<file path="config.mk">
export PLATFORM = sky130hd
export DESIGN_NAME = uart_send
export DESIGN_NICKNAME = d
export VERILOG_FILES = /design/src/rtl/uart_pkg.sv /design/src/rtl/uart_baud_cnt.sv /design/src/rtl/uart_send.sv
export SDC_FILE = /design/constraint.sdc
export NUM_CORES = 1
export LEC_CHECK = 0
export ABC_AREA = 1
export CAP_MARGIN = 10
export CELL_PAD_IN_SITES_DETAIL_PLACEMENT = 2
export CELL_PAD_IN_SITES_GLOBAL_PLACEMENT = 2
export CORE_UTILIZATION = 34
export DETAILED_ROUTE_END_ITERATION = 16
export PLACE_DENSITY = 0.81
export SETUP_SLACK_MARGIN = 0.5
export SLEW_MARGIN = 25
export SYNTH_ARGS = -nofsm -noshare
export SYNTH_HDL_FRONTEND = slang
export SYNTH_HIERARCHICAL = 1
export SYNTH_SLANG_ARGS = --single-unit
export TNS_END_PERCENT = 100
</file>
<file path="constraint.sdc">
create_clock -name sys_clk -period 2.95 [get_ports sys_clk]
set_input_delay 0.59 -clock sys_clk [delete_from_list [all_inputs] [get_ports sys_clk]]
set_output_delay 0.59 -clock sys_clk [all_outputs]
set_load 0.01 [all_outputs]
</file>
<file path="src/rtl/uart_pkg.sv">
// rtl/uart_pkg.sv - shared UART constants and transmitter state type (UART_SEND_PARITY_EN adds PARITY)
package uart_pkg;

  // Shared with the receive path so both ends agree on the baud rate.
  localparam int UART_CLKS_PER_BIT_DEF = 5200;
  localparam int UART_WIDTH_DEF        = 8;

  typedef enum logic [2:0] {
    IDLE   = 3'd0,
    START  = 3'd1,
    DATA   = 3'd2,
`ifdef UART_SEND_PARITY_EN
    PARITY = 3'd3,
`endif
    STOP   = 3'd4
  } uart_tx_state_t;

endpackage

</file>
<file path="src/rtl/uart_baud_cnt.sv">
// rtl/uart_baud_cnt.sv - bit-period counter with one-cycle bit_done pulse at the last count
module uart_baud_cnt import uart_pkg::*; #(
  parameter int CLKS_PER_BIT = UART_CLKS_PER_BIT_DEF
) (
  input  logic clk_i,
  input  logic rst_i,
  input  logic clr_i,
  input  logic en_i,
  output logic bit_done_o
);

  localparam int CNT_W = (CLKS_PER_BIT > 2) ? $clog2(CLKS_PER_BIT) : 1;
  localparam logic [CNT_W-1:0] CNT_LAST = CNT_W'(CLKS_PER_BIT - 1);

  logic [CNT_W-1:0] cnt_q;

  // Count 0..CLKS_PER_BIT-1 while enabled, wrapping on each bit boundary so bits never drift.
  always_ff @(posedge clk_i) begin
    if (rst_i || clr_i) begin
      cnt_q <= '0;
    end else if (en_i) begin
      if (cnt_q == CNT_LAST) begin
        cnt_q <= '0;
      end else begin
        cnt_q <= cnt_q + 1'b1;
      end
    end
  end

  assign bit_done_o = en_i && (cnt_q == CNT_LAST);

endmodule

</file>
<file path="src/rtl/uart_send.sv">
// rtl/uart_send.sv - UART transmitter, 8N1 by default; UART_SEND_PARITY_EN adds an even parity bit
module uart_send import uart_pkg::*; #(
  parameter int WIDTH        = UART_WIDTH_DEF,
  parameter int CLKS_PER_BIT = UART_CLKS_PER_BIT_DEF,
  parameter int STOP_BITS    = 1
) (
  input  logic             sys_clk,
  input  logic             sys_rst,
  input  logic [WIDTH-1:0] tx_data,
  input  logic             tx_valid,
  output logic             tx_ready,
  output logic             tx_busy,
  output logic             uart_txd
);

  // The bit index also counts stop bits, so it must hold at least STOP_BITS-1.
  localparam int IDX_W = (WIDTH > 2) ? $clog2(WIDTH) : 1;
  localparam logic [IDX_W-1:0] IDX_LAST  = IDX_W'(WIDTH - 1);
  localparam logic [IDX_W-1:0] STOP_LAST = IDX_W'(STOP_BITS - 1);

  uart_tx_state_t   state_q;
  logic [WIDTH-1:0] shift_q;
  logic [WIDTH-1:0] shift_nx;
  logic [IDX_W-1:0] idx_q;
  logic             txd_q;
  logic             ready_q;
  logic             busy_q;
`ifdef UART_SEND_PARITY_EN
  logic             parity_q;
`endif

  logic accept;
  logic bit_done;

  assign accept   = (state_q == IDLE) && tx_valid && ready_q;
  assign shift_nx = shift_q >> 1;

  uart_baud_cnt #(
    .CLKS_PER_BIT (CLKS_PER_BIT)
  ) u_baud_cnt (
    .clk_i      (sys_clk),
    .rst_i      (sys_rst),
    .clr_i      (accept),
    .en_i       (state_q != IDLE),
    .bit_done_o (bit_done)
  );

  // Frame FSM; outputs are registered alongside the next state so the line is glitch-free.
  always_ff @(posedge sys_clk) begin
    if (sys_rst) begin
      state_q  <= IDLE;
      shift_q  <= '0;
      idx_q    <= '0;
      txd_q    <= 1'b1;
      ready_q  <= 1'b0;
      busy_q   <= 1'b0;
`ifdef UART_SEND_PARITY_EN
      parity_q <= 1'b0;
`endif
    end else begin
      case (state_q)
        IDLE: begin
          txd_q   <= 1'b1;
          ready_q <= 1'b1;
          busy_q  <= 1'b0;
          if (accept) begin
            shift_q  <= tx_data;
            idx_q    <= '0;
            state_q  <= START;
            txd_q    <= 1'b0;
            ready_q  <= 1'b0;
            busy_q   <= 1'b1;
`ifdef UART_SEND_PARITY_EN
            parity_q <= ^tx_data;
`endif
          end
        end
        START: begin
          if (bit_done) begin
            state_q <= DATA;
            txd_q   <= shift_q[0];
          end
        end
        DATA: begin
          if (bit_done) begin
            shift_q <= shift_nx;
            if (idx_q == IDX_LAST) begin
              idx_q <= '0;
`ifdef UART_SEND_PARITY_EN
              state_q <= PARITY;
              txd_q   <= parity_q;
`else
              state_q <= STOP;
              txd_q   <= 1'b1;
`endif
            end else begin
              idx_q <= idx_q + 1'b1;
              txd_q <= shift_nx[0];
            end
          end
        end
`ifdef UART_SEND_PARITY_EN
        PARITY: begin
          if (bit_done) begin
            state_q <= STOP;
            txd_q   <= 1'b1;
          end
        end
`endif
        STOP: begin
          txd_q <= 1'b1;
          if (bit_done) begin
            if (idx_q == STOP_LAST) begin
              idx_q   <= '0;
              state_q <= IDLE;
              ready_q <= 1'b1;
              busy_q  <= 1'b0;
            end else begin
              idx_q <= idx_q + 1'b1;
            end
          end
        end
        default: begin
          state_q <= IDLE;
          txd_q   <= 1'b1;
          ready_q <= 1'b0;
          busy_q  <= 1'b0;
        end
      endcase
    end
  end

  assign tx_ready = ready_q;
  assign tx_busy  = busy_q;
  assign uart_txd = txd_q;

endmodule

</file>
Word level (Yosys, flattened, before mapping)

Cells that the tools add are included.

Word-level logic and storage cells: 65
Register bits after elaboration: 30
Bits in writable memories: 0
Output and inout bits: 3
Memory bits (read-only): 0
Input bits: 11
Latch bits: 0
Memories kept: 0

Bitwise gates (word level): 1
Muxes and demuxes: 29
Add/subtract/negate cells: 2
Divide/modulo/power cells: 0
Shift operators: 0
Multipliers: 0
Eq/ne operators: 11
Magnitude comparators: 0
Reduce and logical (&&, ||, !) cells: 15

Operator list:

| kind                                                  | number |
|---|---|
| two-way mux 3 bit                                     | 11 |
| two-way mux 8 bit                                     | 2 |
| one-hot mux 8 bit (2 select lines)                    | 1 |
| adder 13 x 1 -> 13 bit, second input constant         | 1 |
| equality test 13 bit, second input constant           | 1 |
| two-way mux 13 bit                                    | 1 |
| one-hot mux 3 bit (4 select lines)                    | 1 |
| inequality test 2 bit, second input constant          | 5 |
| two-way mux 1 bit                                     | 9 |
| one-hot mux 1 bit (3 select lines)                    | 3 |
| one-hot mux 3 bit (3 select lines)                    | 1 |
| equality test 3 bit, second input constant            | 2 |
| logical NOT 3 bit                                     | 2 |
| AND reduction 3 bit                                   | 2 |
| AND reduction 6 bit                                   | 1 |
| nonzero test 3 bit                                    | 2 |
| AND reduction 4 bit                                   | 1 |
| adder 3 x 1 -> 3 bit, second input constant           | 1 |
| equality test 3 x 1 -> 1 bit, second input constant   | 1 |
| equality test 3 x 2 -> 1 bit, second input constant   | 1 |
| logical AND 1 bit                                     | 3 |
| inequality test 2 x 1 -> 1 bit, second input constant | 1 |
| AND reduction 2 bit                                   | 1 |
| nonzero test 2 bit                                    | 1 |
| other kinds (3)                                       | 3 |

Depth between registers and ports, before layout

Depth in word-level cells: 5
Depth in mapped cells: 15
Depth with buffers taken out: 14

Modules after synthesis

The synthesis kept the hierarchy.

Modules (own cells, without submodules):

| module        | area an instance (µm²) | times used | cells an instance |
|---|---|---|---|
| uart_send     | 982.2                  | 1          | 147 |
| uart_baud_cnt | 748.2                  | 1          | 112 |

Worst setup path before layout

No wires, ideal clock.

Kind: register -> register
Start: register state_q[1]
End: register shift_q[4]
Setup slack: 1.061 ns
Period minus slack after synthesis: 1.889 ns
Stages on the path, launching flop included: 14
Data arrival time: 1.773 ns
Path buffers: 2
Cells stage by stage: dfxtp_1 inv_2 nand2_1 buf_4 nand2_1 nor3_2 nand2_2 inv_1 inv_1 nand3_1 nand3_2 buf_6 o21ai_2 a21oi_2

Elaborated cells between the ends (all ways): 11
Classes of those cells: eq/ne: 3; mux: 1; reduce/logical: 7

RTL lines:

| element                         | RTL line            | source |
|---|---|---|
| start, declared                 | uart_send.sv:21     | `uart_tx_state_t state_q;` |
| start signal, assigned          | uart_send.sv:51     | `state_q <= IDLE;` |
| start signal, assigned          | uart_send.sv:69     | `state_q <= START;` |
| start signal, assigned          | uart_send.sv:80     | `state_q <= DATA;` |
| nonzero test 3 bit              | uart_send.sv:44     | `.en_i (state_q != IDLE),` |
| logical AND 1 bit               | uart_baud_cnt.sv:30 | `assign bit_done_o = en_i && (cnt_q == CNT_LAST);` |
| via bit_done                    | uart_send.sv:33     | `logic bit_done;` |
| inequality test 2 bit (no line) | --                  |  |
| AND reduction 3 bit (no line)   | --                  |  |
| end signal, assigned            | uart_send.sv:67     | `shift_q <= tx_data;` |
| end signal, assigned            | uart_send.sv:86     | `shift_q <= shift_nx;` |
| end, declared                   | uart_send.sv:22     | `logic [WIDTH-1:0] shift_q;` |

The timed path passes the listed nets, and every way through them passes these cells.
A chain may end at the register's enable or synchronous reset.

Worst setup path in the final report

Start: register state_q[1]
End: register shift_q[2]

Same word-level chain as after synthesis.

==> results.yml <==
sta:
  rsz0062_at_grt: "no"
  maxSlewViolCount: 0
  fin_setup_tns_ns: 0
  setup_ws_ns: 0.7563
  max_clock_freq_mhz: 455.9
  min_period_ns: 2.194
  tightest_slew_ns: 0.4427
  finalHoldViolations: 0
  slew_headroom_pct: 70.45
  timing.final.crit_share_pct: 74.36
  setup_viol: 0
  clock_skew_ns: 0.005462
finish:
  num-fill-cells: 633
  final_common_cell: "nand2_1"
  antenna_cells: 0
  multi_input_area_um2: 959.7
  area_growth_pct: 15.18
  layout-drive-gt1-share_pct: 13.09
  mostFrequentLayoutCells: "51 x nand2_1, 43 x nor2_1, 32 x inv_1"
  ff_latch_area_um2: 600.6
  nets: 290
place:
  portBuffers: 13
  dp_hpwl_um: 3892
  dp_slack_ns: 0.5627
  gp_congestion: 0.7439
routing:
  wirelength_um: 5065
  drc: 0
  vias_per_cell: 4.833
  drt_iter0_markers: 18
  vias: 1653
  firstDrtPassIters: 4
  wl_per_cell_um: 14.81
  drt.antenna.violating_nets: 0
floorplanning:
  die_h_um: 73.34
  die_w_um: 73.34
  rows: 25
  core_mm2: 0.004817
  num_io_pins: 14
  die-area_mm2: 0.005379
  start_util_pct: 35.92
worst_setup_path:
  startpoint_type: "flop"
  cp_max_fo: 14
  reg2reg_slack_ns: 0.76
  required_ns: 3.12
  crit_path_start: "state_q[1]$_SDFFE_PP0P_"
  r2r-start: "state_q[1]$_SDFFE_PP0P_"
  endpoint_kind: "flop"
  worst_r2r_endpoint: "shift_q[2]$_SDFFE_PP0P_"
  crit_arrival_ns: 2.36
  r2r.worst_path.cells: 11
  crit_type: "reg -> reg"
synthesis:
  ys_ff_latch: 30
  netlist_area_mm2: 0.001730
  syn_nets: 274
  synth_cells: 259
  ys_seq_area_share_pct: 34.71
  ys_types: 27
  yosys_warnings: 6
  syn_avg_cell_area_um2: 6.681
run:
  drv_cap: 0
power_and_ir_drop:
  power_leakage_uw: 0.0008561
  powerDensity_mw_per_mm2: 959.5
  peakVddDrop_mv: 0.4715
hold_path:
  min_to: "shift_q[3]$_SDFFE_PP0P_"
  hold_path_depth: 2
  hp-start: "shift_q[3]$_SDFFE_PP0P_"
  hp-class: "reg -> reg"
global_routing:
  grt_pass1_vias: 1777
  grt_start_max_net_pins: 18
  antenna_found_initial: 0
  grt_use_total_pct: 21.29
  grt_pass1_wl_um: 8452
  overflow: 0
clocking:
  postCtsSetupBuffers: 0
  cts_tree: "yes"
  cts_sinks: 30
  clkTransAtPathRegs_ns: 0.06
  cts_buffers: 5
  cts_buffer_depth: 2
  clk_latency_ns: 0.28
  cts-root-buf: "clkbuf_8"
  h-tree-depth: 2
run_status:
  status: "finished, final reports clean"
worst max-delay path, cell delays in order (launching register included):
cell and delay (ns):
dfxtp_1 0.50, inv_2 0.09, nand2_2 0.19, nand2_1 0.09, nor3_2 0.18, nand2_2 0.13
inv_1 0.10, inv_1 0.10, nand3_1 0.19, nand3_4 0.21, o21ai_0 0.25, a21oi_1 0.05
per-layer routing:
| layer | global-route usage, % | up-vias | part of all wire, % | wire length, um |
|---|---|---|---|---|
| li1 | - | 841 | - | - |
| met1 | 23.03 | 797 | 43 | 2167 |
| met2 | 41.56 | 10 | 55 | 2765 |
| met3 | 3.841 | 5 | 1.6 | 81 |
| met4 | 6.410 | 0 | 1.0 | 51 |
| met5 | 0 | - | 0 | 0 |
state kept, by name, indices dropped and copies added, names as in the netlist:
| name | cells |
|---|---|
| uart_txd | 1 |
| shift_q | 8 |
| idx_q | 3 |
| state_q | 3 |
| tx_ready | 1 |
| u_baud_cnt/cnt_q | 13 |
| tx_busy | 1 |
through the flow:
step | cell area [um2] | instances | hold slack (ns) | util, % | total power, uW
CTS | 1983 | 342 | 0.4608 | 41.17 | 1925
floorplan | 1730 | 259 | 0.4239 | - | 1370
detailed placement | 1907 | 335 | 0.4511 | 39.58 | 1589
global placement | 1907 | 335 | 0.4446 | 39.58 | 1542
global route | 1993 | 342 | 0.4905 | 41.38 | 2114
finish | 1993 | 342 | 0.4649 | 41.38 | 1912
final cells by class:
cell class                 instances  area share, %
timing repair buffer              13          6.529
multi-input combinational        187          48.15
tap                               67          4.206
inverter                          38          7.156
clock buffer                       7          3.829
sequential                        30          30.13
what timing repair did:
item                                    in CTS  in global routing
gates resized for setup                      0                  2
endpoints found under the hold margin        0                  0
endpoints found under the setup margin       0                 12
hold buffers                                 0                  0
logic make-up (layout without fill, tap and decap cells):
family / count (synthesis) / after routing / synth area share [%]
AOI/OAI and AO/OA: 32 / 32 / 10.05
xor gates and xnor gates: 5 / 5 / 2.531
adders and majority gates: 4 / 4 / 2.892
buffers and inverters: 42 / 58 / 10.41
DFF: 30 / 30 / 34.71
muxes: 1 / 1 / 0.5785
and+or+nand+nor: 145 / 145 / 38.83
synthesized netlist by cell type:
| cell type | number | share of area, % |
|---|---|---|
| nor2_2 | 4 | 1.4 |
| nor3_1 | 1 | 0.29 |
| xnor2_1 | 2 | 1.0 |
| o21ai_1 | 5 | 1.4 |
| xor2_1 | 3 | 1.5 |
| a21oi_2 | 2 | 1.0 |
| ha_1 | 4 | 2.9 |
| nand3_1 | 25 | 7.2 |
| nor3_2 | 1 | 0.58 |
| inv_1 | 32 | 6.9 |
| a21oi_1 | 8 | 2.3 |
| o21ai_0 | 15 | 4.3 |
| nand2_4 | 2 | 1.3 |
| nand2_1 | 52 | 11 |
| nand3_2 | 3 | 1.7 |
| nand2_2 | 8 | 2.9 |
| nor2_1 | 43 | 9.3 |
| a21boi_0 | 1 | 0.43 |
| buf_4 | 2 | 0.87 |
| nand4_1 | 3 | 1.1 |
| o21ai_2 | 1 | 0.51 |
| dfxtp_1 | 30 | 35 |
| inv_2 | 6 | 1.3 |
| buf_6 | 2 | 1.3 |
| or2_2 | 1 | 0.36 |
| nor2_4 | 2 | 1.3 |
| mux2i_1 | 1 | 0.58 |
how the worst max path moves through the flow:
stage | cells after the start | endpoint
6_report | 11 | shift_q[2]$_SDFFE_PP0P_
5_1_grt | 11 | tx_ready$_SDFFE_PP0P_
4_1_cts | 11 | shift_q[2]$_SDFFE_PP0P_
3_5_place_dp | 11 | shift_q[2]$_SDFFE_PP0P_
3_3_place_gp | 11 | shift_q[1]$_SDFFE_PP0P_
2_1_floorplan | 13 | shift_q[4]$_SDFFE_PP0P_
where the power goes:
part | switching, uW | internal (uW)
Combinational | 661 | 328
Sequential | 92.1 | 518
Clock | 151 | 162
Total | 904 | 1010
(Power assumes the default switching activity.)
